===== config.mk =====
export PLATFORM = sky130hd
export DESIGN_NAME = fejkon_led_sequencer
export DESIGN_NICKNAME = d
export VERILOG_FILES = /design/src/rtl/fejkon_led_sequencer.sv
export SDC_FILE = /design/constraint.sdc
export NUM_CORES = 1
export LEC_CHECK = 0
export BUFFER_PORTS_ARGS = -buffer_cell sky130_fd_sc_hd__buf_2
export CAP_MARGIN = 10
export CORE_UTILIZATION = 30
export DETAILED_ROUTE_END_ITERATION = 10
export GPL_TIMING_DRIVEN = 0
export PLACE_DENSITY = 0.56
export SKIP_CTS_REPAIR_TIMING = 1
export SKIP_LAST_GASP = 1
export SLEW_MARGIN = 15
export SYNTH_ARGS = -nofsm -noshare
export SYNTH_HDL_FRONTEND = slang
export SYNTH_SLANG_ARGS = --single-unit

===== constraint.sdc =====
create_clock -name clk -period 2.9 [get_ports clk]
set_input_delay 0.29 -clock clk [delete_from_list [all_inputs] [get_ports clk]]
set_output_delay 0.29 -clock clk [all_outputs]
set_load 0.005 [all_outputs]

===== src/rtl/fejkon_led_sequencer.sv =====
// Status LED sequencer for the four FC ports.
// After reset it runs a lamp test: all LEDs lit, then a walking light
// across the bracket/board LEDs. It then maps port alignment, activity,
// traffic and transceiver reconfig status onto active-low LED patterns.
module fejkon_led_sequencer #(
  parameter int unsigned ReferenceClock = 50000000,
  parameter int unsigned TickHz         = 1000,
  parameter int unsigned LampTestTicks  = 250,
  parameter int unsigned BlinkTicks     = 250,
  parameter int unsigned StretchTicks   = 50,
  parameter int unsigned HeartbeatTicks = 500
) (
  input  logic       clk,
  input  logic       reset,
  input  logic       fcport0_aligned,
  input  logic       fcport1_aligned,
  input  logic       fcport2_aligned,
  input  logic       fcport3_aligned,
  input  logic       fcport0_active,
  input  logic       fcport1_active,
  input  logic       fcport2_active,
  input  logic       fcport3_active,
  input  logic       fcport0_traffic,
  input  logic       fcport1_traffic,
  input  logic       fcport2_traffic,
  input  logic       fcport3_traffic,
  input  logic       reconfig_busy,
  output logic [3:0] led_bracket,
  output logic [3:0] led_board,
  output logic [1:0] led_rj45
);

  localparam int unsigned PrescPeriod = ReferenceClock / TickHz;
  localparam int unsigned PrescW      = (PrescPeriod > 1) ? $clog2(PrescPeriod) : 1;
  localparam int unsigned LampW       = $clog2(LampTestTicks + 1);
  localparam int unsigned BlinkW      = $clog2(BlinkTicks + 1);
  localparam int unsigned StretchW    = $clog2(StretchTicks + 1);
  localparam int unsigned HbW         = $clog2(HeartbeatTicks + 1);

  localparam logic [PrescW-1:0]   PrescLast   = PrescW'(PrescPeriod - 1);
  localparam logic [LampW-1:0]    LampLast    = LampW'(LampTestTicks - 1);
  localparam logic [BlinkW-1:0]   BlinkLast   = BlinkW'(BlinkTicks - 1);
  localparam logic [StretchW-1:0] FastLast    = StretchW'(StretchTicks - 1);
  localparam logic [HbW-1:0]      HbLast      = HbW'(HeartbeatTicks - 1);
  localparam logic [StretchW-1:0] StretchLoad = StretchW'(StretchTicks);

  typedef enum logic [1:0] {LAMP_ALL, WALK, RUN} state_e;

  logic [12:0]         asyncIn;
  logic [12:0]         sync1_q, sync2_q;
  logic [3:0]          trafficDly_q;
  logic [3:0]          alignedSync, activeSync, trafficSync, trafficEvent;
  logic                busySync;
  logic [PrescW-1:0]   presc_q;
  logic                tick;
  logic [BlinkW-1:0]   slowCnt_q;
  logic [StretchW-1:0] fastCnt_q;
  logic [HbW-1:0]      hbCnt_q;
  logic                slowPhase_q, fastPhase_q, hbPhase_q;
  logic [StretchW-1:0] stretch_q [4];
  logic [StretchW-1:0] busyStretch_q;
  state_e              state_q, state_d;
  logic [LampW-1:0]    stepCnt_q, stepCnt_d;
  logic [1:0]          walkIdx_q, walkIdx_d;
  logic [3:0]          bracket_d, board_d, ledBracket_q, ledBoard_q;
  logic [1:0]          rj45_d, ledRj45_q;

  assign asyncIn = {reconfig_busy,
                    fcport3_traffic, fcport2_traffic, fcport1_traffic, fcport0_traffic,
                    fcport3_active, fcport2_active, fcport1_active, fcport0_active,
                    fcport3_aligned, fcport2_aligned, fcport1_aligned, fcport0_aligned};

  assign alignedSync  = sync2_q[3:0];
  assign activeSync   = sync2_q[7:4];
  assign trafficSync  = sync2_q[11:8];
  assign busySync     = sync2_q[12];
  assign trafficEvent = trafficSync ^ trafficDly_q;
  assign tick         = (presc_q == PrescLast);

  assign led_bracket = ledBracket_q;
  assign led_board   = ledBoard_q;
  assign led_rj45    = ledRj45_q;

  // Two-stage synchronisers for every async input, plus a third stage on traffic for edge detection
  always_ff @(posedge clk) begin
    if (reset) begin
      sync1_q      <= '0;
      sync2_q      <= '0;
      trafficDly_q <= '0;
    end else begin
      sync1_q      <= asyncIn;
      sync2_q      <= sync1_q;
      trafficDly_q <= trafficSync;
    end
  end

  // Prescaler producing a single-cycle tick at terminal count
  always_ff @(posedge clk) begin
    if (reset) begin
      presc_q <= '0;
    end else if (tick) begin
      presc_q <= '0;
    end else begin
      presc_q <= presc_q + PrescW'(1);
    end
  end

  // Free-running slow blink, fast flicker and heartbeat phases
  always_ff @(posedge clk) begin
    if (reset) begin
      slowCnt_q   <= '0;
      fastCnt_q   <= '0;
      hbCnt_q     <= '0;
      slowPhase_q <= 1'b0;
      fastPhase_q <= 1'b0;
      hbPhase_q   <= 1'b0;
    end else if (tick) begin
      if (slowCnt_q == BlinkLast) begin
        slowCnt_q   <= '0;
        slowPhase_q <= ~slowPhase_q;
      end else begin
        slowCnt_q <= slowCnt_q + BlinkW'(1);
      end
      if (fastCnt_q == FastLast) begin
        fastCnt_q   <= '0;
        fastPhase_q <= ~fastPhase_q;
      end else begin
        fastCnt_q <= fastCnt_q + StretchW'(1);
      end
      if (hbCnt_q == HbLast) begin
        hbCnt_q   <= '0;
        hbPhase_q <= ~hbPhase_q;
      end else begin
        hbCnt_q <= hbCnt_q + HbW'(1);
      end
    end
  end

  // Traffic and reconfig stretchers: a new event reloads and beats a same-cycle tick
  always_ff @(posedge clk) begin
    if (reset) begin
      for (int p = 0; p < 4; p++) stretch_q[p] <= '0;
      busyStretch_q <= '0;
    end else begin
      for (int p = 0; p < 4; p++) begin
        if (trafficEvent[p]) begin
          stretch_q[p] <= StretchLoad;
        end else if (tick && stretch_q[p] != '0) begin
          stretch_q[p] <= stretch_q[p] - StretchW'(1);
        end
      end
      if (busySync) begin
        busyStretch_q <= StretchLoad;
      end else if (tick && busyStretch_q != '0) begin
        busyStretch_q <= busyStretch_q - StretchW'(1);
      end
    end
  end

  // Global FSM state register
  always_ff @(posedge clk) begin
    if (reset) begin
      state_q   <= LAMP_ALL;
      stepCnt_q <= '0;
      walkIdx_q <= '0;
    end else begin
      state_q   <= state_d;
      stepCnt_q <= stepCnt_d;
      walkIdx_q <= walkIdx_d;
    end
  end

  // Lamp-test sequencing, advancing one step every LampTestTicks ticks until RUN
  always_comb begin
    state_d   = state_q;
    stepCnt_d = stepCnt_q;
    walkIdx_d = walkIdx_q;
    if (tick && state_q != RUN) begin
      if (stepCnt_q == LampLast) begin
        stepCnt_d = '0;
        case (state_q)
          LAMP_ALL: begin
            state_d   = WALK;
            walkIdx_d = '0;
          end
          WALK: begin
            if (walkIdx_q == 2'd3) state_d = RUN;
            else walkIdx_d = walkIdx_q + 2'd1;
          end
          default: ;
        endcase
      end else begin
        stepCnt_d = stepCnt_q + LampW'(1);
      end
    end
  end

  // LED pattern selection per state; in RUN an unaligned port is always dark
  always_comb begin
    bracket_d = 4'hF;
    board_d   = 4'hF;
    rj45_d    = 2'b11;
    case (state_q)
      LAMP_ALL: begin
        bracket_d = 4'h0;
        board_d   = 4'h0;
        rj45_d    = 2'b00;
      end
      WALK: begin
        bracket_d = ~(4'b0001 << walkIdx_q);
        board_d   = ~(4'b0001 << walkIdx_q);
      end
      RUN: begin
        for (int p = 0; p < 4; p++) begin
          if (!alignedSync[p]) begin
            bracket_d[p] = 1'b1;
            board_d[p]   = 1'b1;
          end else if (!activeSync[p]) begin
            bracket_d[p] = ~slowPhase_q;
            board_d[p]   = 1'b0;
          end else if (stretch_q[p] == '0) begin
            bracket_d[p] = 1'b0;
            board_d[p]   = 1'b0;
          end else begin
            bracket_d[p] = fastPhase_q;
            board_d[p]   = 1'b0;
          end
        end
        rj45_d[0] = ~(busySync || busyStretch_q != '0);
        rj45_d[1] = hbPhase_q;
      end
      default: ;
    endcase
  end

  // Registered LED outputs, dark while in reset
  always_ff @(posedge clk) begin
    if (reset) begin
      ledBracket_q <= 4'hF;
      ledBoard_q   <= 4'hF;
      ledRj45_q    <= 2'b11;
    end else begin
      ledBracket_q <= bracket_d;
      ledBoard_q   <= board_d;
      ledRj45_q    <= rj45_d;
    end
  end

endmodule


==> After elaboration in Yosys (flattened, before gate mapping) <==
Memory sizes are Yosys's and may differ from the RTL's.
Index checks and enable logic that the tools add are counted.
{ "op_classes": {"add_sub_neg": 11, "n_mul": 0, "div": 0, "order_cmp": 0, "n_eq_ne": 11, "shifts": 1, "n_mux": 67, "bitwise": 14, "reduce_logical": 26} }
{ "op_table": {"columns": ["cell", "n"], "rows": [
  ["6-bit two-way mux", 11],
  ["1-bit two-way mux", 46],
  ["6-bit nonzero test", 5],
  ["6-bit by 1-bit subtractor with 6-bit output, second input constant", 5],
  ["6-bit logical NOT", 4],
  ["4-bit case mux with 3 select lines", 2],
  ["16-bit by 1-bit adder with 16-bit output, second input constant", 1],
  ["8-bit by 1-bit adder with 8-bit output, second input constant", 2],
  ["16-bit == test, second input constant", 1],
  ["8-bit == test, second input constant", 2],
  ["8-bit two-way mux", 2],
  ["2-bit case mux with 2 select lines", 3],
  ["9-bit by 1-bit adder with 9-bit output, second input constant", 1],
  ["9-bit == test, second input constant", 1],
  ["9-bit two-way mux", 1],
  ["1-bit bitwise OR", 8],
  ["4-bit AND reduction", 2],
  ["6-bit by 1-bit adder with 6-bit output, second input constant", 1],
  ["6-bit == test, second input constant", 1],
  ["1-bit logical AND", 6],
  ["2-bit inequality test, second input constant", 3],
  ["2-bit AND reduction", 3],
  ["2-bit == test, second input constant", 2],
  ["2-bit two-way mux", 2],
  ["10 further kinds", 15]
]} }
{ "totals": {"reg_bits": 100, "latch_bits": 0, "mem_bits_rw": 24, "rom_bits": 0, "elab_cells": 149, "n_memories": 1} }
{ "mem_list": {"columns": ["memory", "words", "width", "read_ports", "rd_clocked_by_memory_dff", "write_ports", "line", "source"], "rows": [
  ["stretch_q", 4, 6, 4, 0, 4, "60", "logic [StretchW-1:0] stretch_q [4];"]
]} }

==> Logic depth before layout (Yosys ltp) <==
{ "depth": {"ltp_word": 7, "mapped_depth": 9} }

==> Worst setup path after synthesis <==
OpenSTA, ideal clock, no wires.
{ "synth_timing": {"path_type": "register to register", "from": "register presc_q[13]", "to": "memory stretch_q[0][0] (netlist bit), enable pin", "setup_time_ns": 0.368, "arrival_time_ns": 2.290, "t_required_ns": 2.532, "setup_slack_ns": 0.242, "stages_incl_launch_ff": 8, "path_buffers": 4, "cell_sequence": "dfxtp_1 or4_1 buf_2 or4_4 buf_6 buf_6 clkbuf_1 o211ai_1"} }
{ "synth_lines": {"columns": ["element", "line", "source"], "rows": [
  ["start: declaration", "54", "logic [PrescW-1:0] presc_q;"],
  ["start signal: assignment", "104", "presc_q <= presc_q + PrescW'(1);"],
  ["end: declaration", "60", null]
]} }

==> Worst setup path in the final report <==
{ "layout_timing": {"from": "register presc_q[13]", "to": "register fastCnt_q[0]"} }
{ "layout_via": {"elab_chain_len": 1} }
{ "layout_lines": {"columns": ["element", "line", "source"], "rows": [
  ["16-bit == test", "78", "assign tick = (presc_q == PrescLast);"],
  ["end signal: assignment", "128", "fastCnt_q <= fastCnt_q + StretchW'(1);"],
  ["end: declaration", "57", "logic [StretchW-1:0] fastCnt_q;"]
]} }
Every way passes these cells.
A chain may end at the register's enable or synchronous reset.

==> results.txt <==
Status - finished, final reports clean
Drt first pass iters - 5
Yosys top cell by area - dfxtp_1
Largest cells by area after synthesis - dfxtp_1, edfxtp_1, ha_1
Die Area - 0.0197 mm2
Power Dens Cells - 615 mW/mm2
CTS tree - yes
CP cell instances - or4_1, buf_2, or4_1, clkbuf_1, buf_2, o21ai_0, nor2_1
Core region area - 0.0187 mm2
Period utilization - 95.5%
Total CTS buffers - 17
Remaining global-route overflow - 0
DIE HEIGHT - 140 um
DP Wirelength - 9.84 mm
CP required - 3.18 ns
Layout cells sized above 1 - 12.4%
Fin util - 36.4%
Worst-margin pin slew - 0.900 ns
WP data arrival - 3.05 ns
Setup tns final - 0 ns
Chip Width - 140 um
Routed len/inst - 15.6 um
Total Power - 0.00419 W
Fmax - 0.361 GHz
Pin count of the biggest net entering global routing - 17
Crit path max fanout - 10
Clk sinks - 124
Vias in the first global route - 4,618
IO Count - 25
Minimum clock period - 2.77 ns
Max Cap Viol - 0
Synth Area in XOR/XNOR - 4.89%
Number of fill cells - 1,880
Main synth FF type - dfxtp_1
Synth Area in Simple Gates - 23.6%
Cell family with most CP delay - simple AND/OR/NAND/NOR gates
Complex-gate fraction of the synthesized area - 15.3%
Dpl ws - -0.404 ns
Reg2Reg Depth - 7
H-tree depth - 4
Gr usage total - 14.9%
Post-DRT Antenna Nets - 0
Async SR Flop Fraction - 0%
Post-Route WL - 14.0 mm
Warnings from Yosys - 0
Vias - 4,799
Worst path depth - 7
Root buf cell - clkbuf_16
Count of pins over their slew limit - 0
# rows - 50
Nets@finish - 683
CP Capture Type - flop
Post-synthesis mux area share - 0.349%
CP max stage cell - or4_1
IR drop worst, VDD - 0.544 mV
Clock Latency Late Sink - 0.41 ns
Fin. Hold Viols - 0
Synthesized cell area - 0.00573 mm2
Reg2Reg Capture Point - fastCnt_q[0]$_SDFFE_PP0N_
Gpl congestion - 0.825
RSZ-0062 raised after global routing - yes
Critical Setup Path Class - flop to flop
Clock Pin Slew Worst Setup and Hold Paths - 0.06 ns
Hold_sp - fcport3_active
Via density - 5.37
CP Launch Type - flop
I/O Buffers - 24
Post-Syn Area per Cell - 9.53 um2
Leak - 2.38 nW
Max incr delay on CP - 0.54 ns
Clock tree buffer depth - 2
FF-to-FF setup slack - 0.13 ns
Multi-input logic area - 0.00283 mm2
First-pass GRT wire length - 23.1 mm
Main combinational cell family by area after synthesis - simple AND/OR/NAND/NOR gates
RR Startpoint - presc_q[13]$_SDFF_PP0_
Initial antenna violation count - 0
Layout area overhead - 18.9%
DRC viols - 0
Final worst slack - 0.129 ns
Hold Path Stages - 2
Hold EP - sync1_q[7]$_SDFF_PP0_
Adder-Cell Fraction of Synth Area - 4.59%
Hold Path Class - input pin to flop
Synth top area share - 34.9%
Max-Slew Margin vs Limit - 39.5%
ANT cells - 0
Initial core utilization - 30.6%
Post-synthesis register bit count - 124
Post-Syn Instances - 601
Mapped Nets - 637
DRT iter0 DRCs - 287
Sequential area share after synthesis - 47.5%
Setup Viol. Count Final - 0
Clk_skew - 0.0139 ns
Yosys cell types - 55
Crit path buffers/inverters - 3
Storage element area - 0.00272 mm2
Post-synth EDFFs - 24
[layout by cell type, fill, tap and decap left out, drive strengths merged, types with 9 or more instances in the layout]
master,Yosys,layout
nand2,34,34
o211ai,9,9
buf,6,35
nand3,22,22
nor2b,33,33
or3,19,19
nand4,11,11
nor3,14,14
ha,21,21
clkbuf,23,38
edfxtp,24,24
nor4,20,20
nor2,22,22
or4,14,14
a21oi,52,52
inv,22,32
o21ai,26,26
dfxtp,100,100
xor2,17,17
xnor2,15,15
o31ai,12,12
[sequential cells by signal (all words and copies together) (netlist names)]
register       flops
hbCnt_q            9
trafficDly_q       4
stepCnt_q          8
presc_q           16
sync2_q           13
state_q            2
slowCnt_q          8
walkIdx_q          2
led_bracket        4
led_rj45           2
sync1_q           13
stretch_q         24
hbPhase_q          1
fastPhase_q        1
slowPhase_q        1
fastCnt_q          6
led_board          4
busyStretch_q      6
[kinds of logic after synthesis]
logic type      Yosys count
compound gates          138
xor+xnor                 32
fa+ha+maj                21
simple gates            231
mux                       2
flops                   124
buf+inv                  53
[worst max-delay path by stage]
stage                            from                             to  slack (ns)
2_1_floorplan  presc_q[13]$_SDFF_PP0_  stretch_q[0][0]$_SDFFCE_PN0P_        0.24
3_3_place_gp    presc_q[0]$_SDFF_PP0_  stretch_q[1][3]$_SDFFCE_PN0P_       -0.30
3_5_place_dp    presc_q[0]$_SDFF_PP0_  stretch_q[0][3]$_SDFFCE_PN0P_       -0.40
4_1_cts         presc_q[0]$_SDFF_PP0_  stretch_q[0][5]$_SDFFCE_PN0P_       -0.44
5_1_grt        presc_q[13]$_SDFF_PP0_  stretch_q[3][2]$_SDFFCE_PP0P_       -0.02
6_report       presc_q[13]$_SDFF_PP0_      fastCnt_q[0]$_SDFFE_PP0N_        0.13
[final cells by class]
type	instances	share of cell area, %
multi-input combinational	424	41.5
sequential	124	40.0
clock buffer	17	6.24
tap	234	4.30
clock inverter	15	2.55
timing repair buffer	28	2.20
buffer	28	1.87
inverter	24	1.32
[stage by stage]
| step | cell area (um2) | std cells | hold slack (ns) |
|---|---|---|---|
| after floorplan | 5730 | 601 | 0.413 |
| after global placement | 6140 | 859 | 0.420 |
| after detailed placement | 6150 | 859 | 0.423 |
| after CTS | 6750 | 891 | 0.0710 |
| after global routing | 6810 | 894 | 0.0685 |
| final | 6810 | 894 | 0.0832 |
[power breakdown]
group | total (W) | switching (W) | internal, W
registers | 0.00185 | 0.0000398 | 0.00181
clock network | 0.00213 | 0.000897 | 0.00123
logic | 0.000210 | 0.000122 | 0.0000882
total | 0.00419 | 0.00106 | 0.00313
[synthesized netlist by cell type, types with 11 or more instances]
cell type and count:
a21oi_1 52, clkbuf_1 23, dfxtp_1 100, edfxtp_1 24
ha_1 21, inv_1 22, nand2_1 34, nand3_1 22
nand4_1 11, nor2_1 22, nor2b_1 33, nor3_1 14
nor4_1 19, o21ai_0 26, o31ai_1 12, or3_1 19
or4_1 13, xnor2_1 15, xor2_1 17
[routing by layer]
metal | up-vias | part of all wire, % | track usage [%]
met5 | - | 0 | 0
met4 | 0 | 1.9 | 6.30
met3 | 25 | 3.0 | 2.74
met2 | 102 | 49 | 25.2
met1 | 2360 | 46 | 18.5
li1 | 2312 | - | -
(Power assumes the default switching activity.)
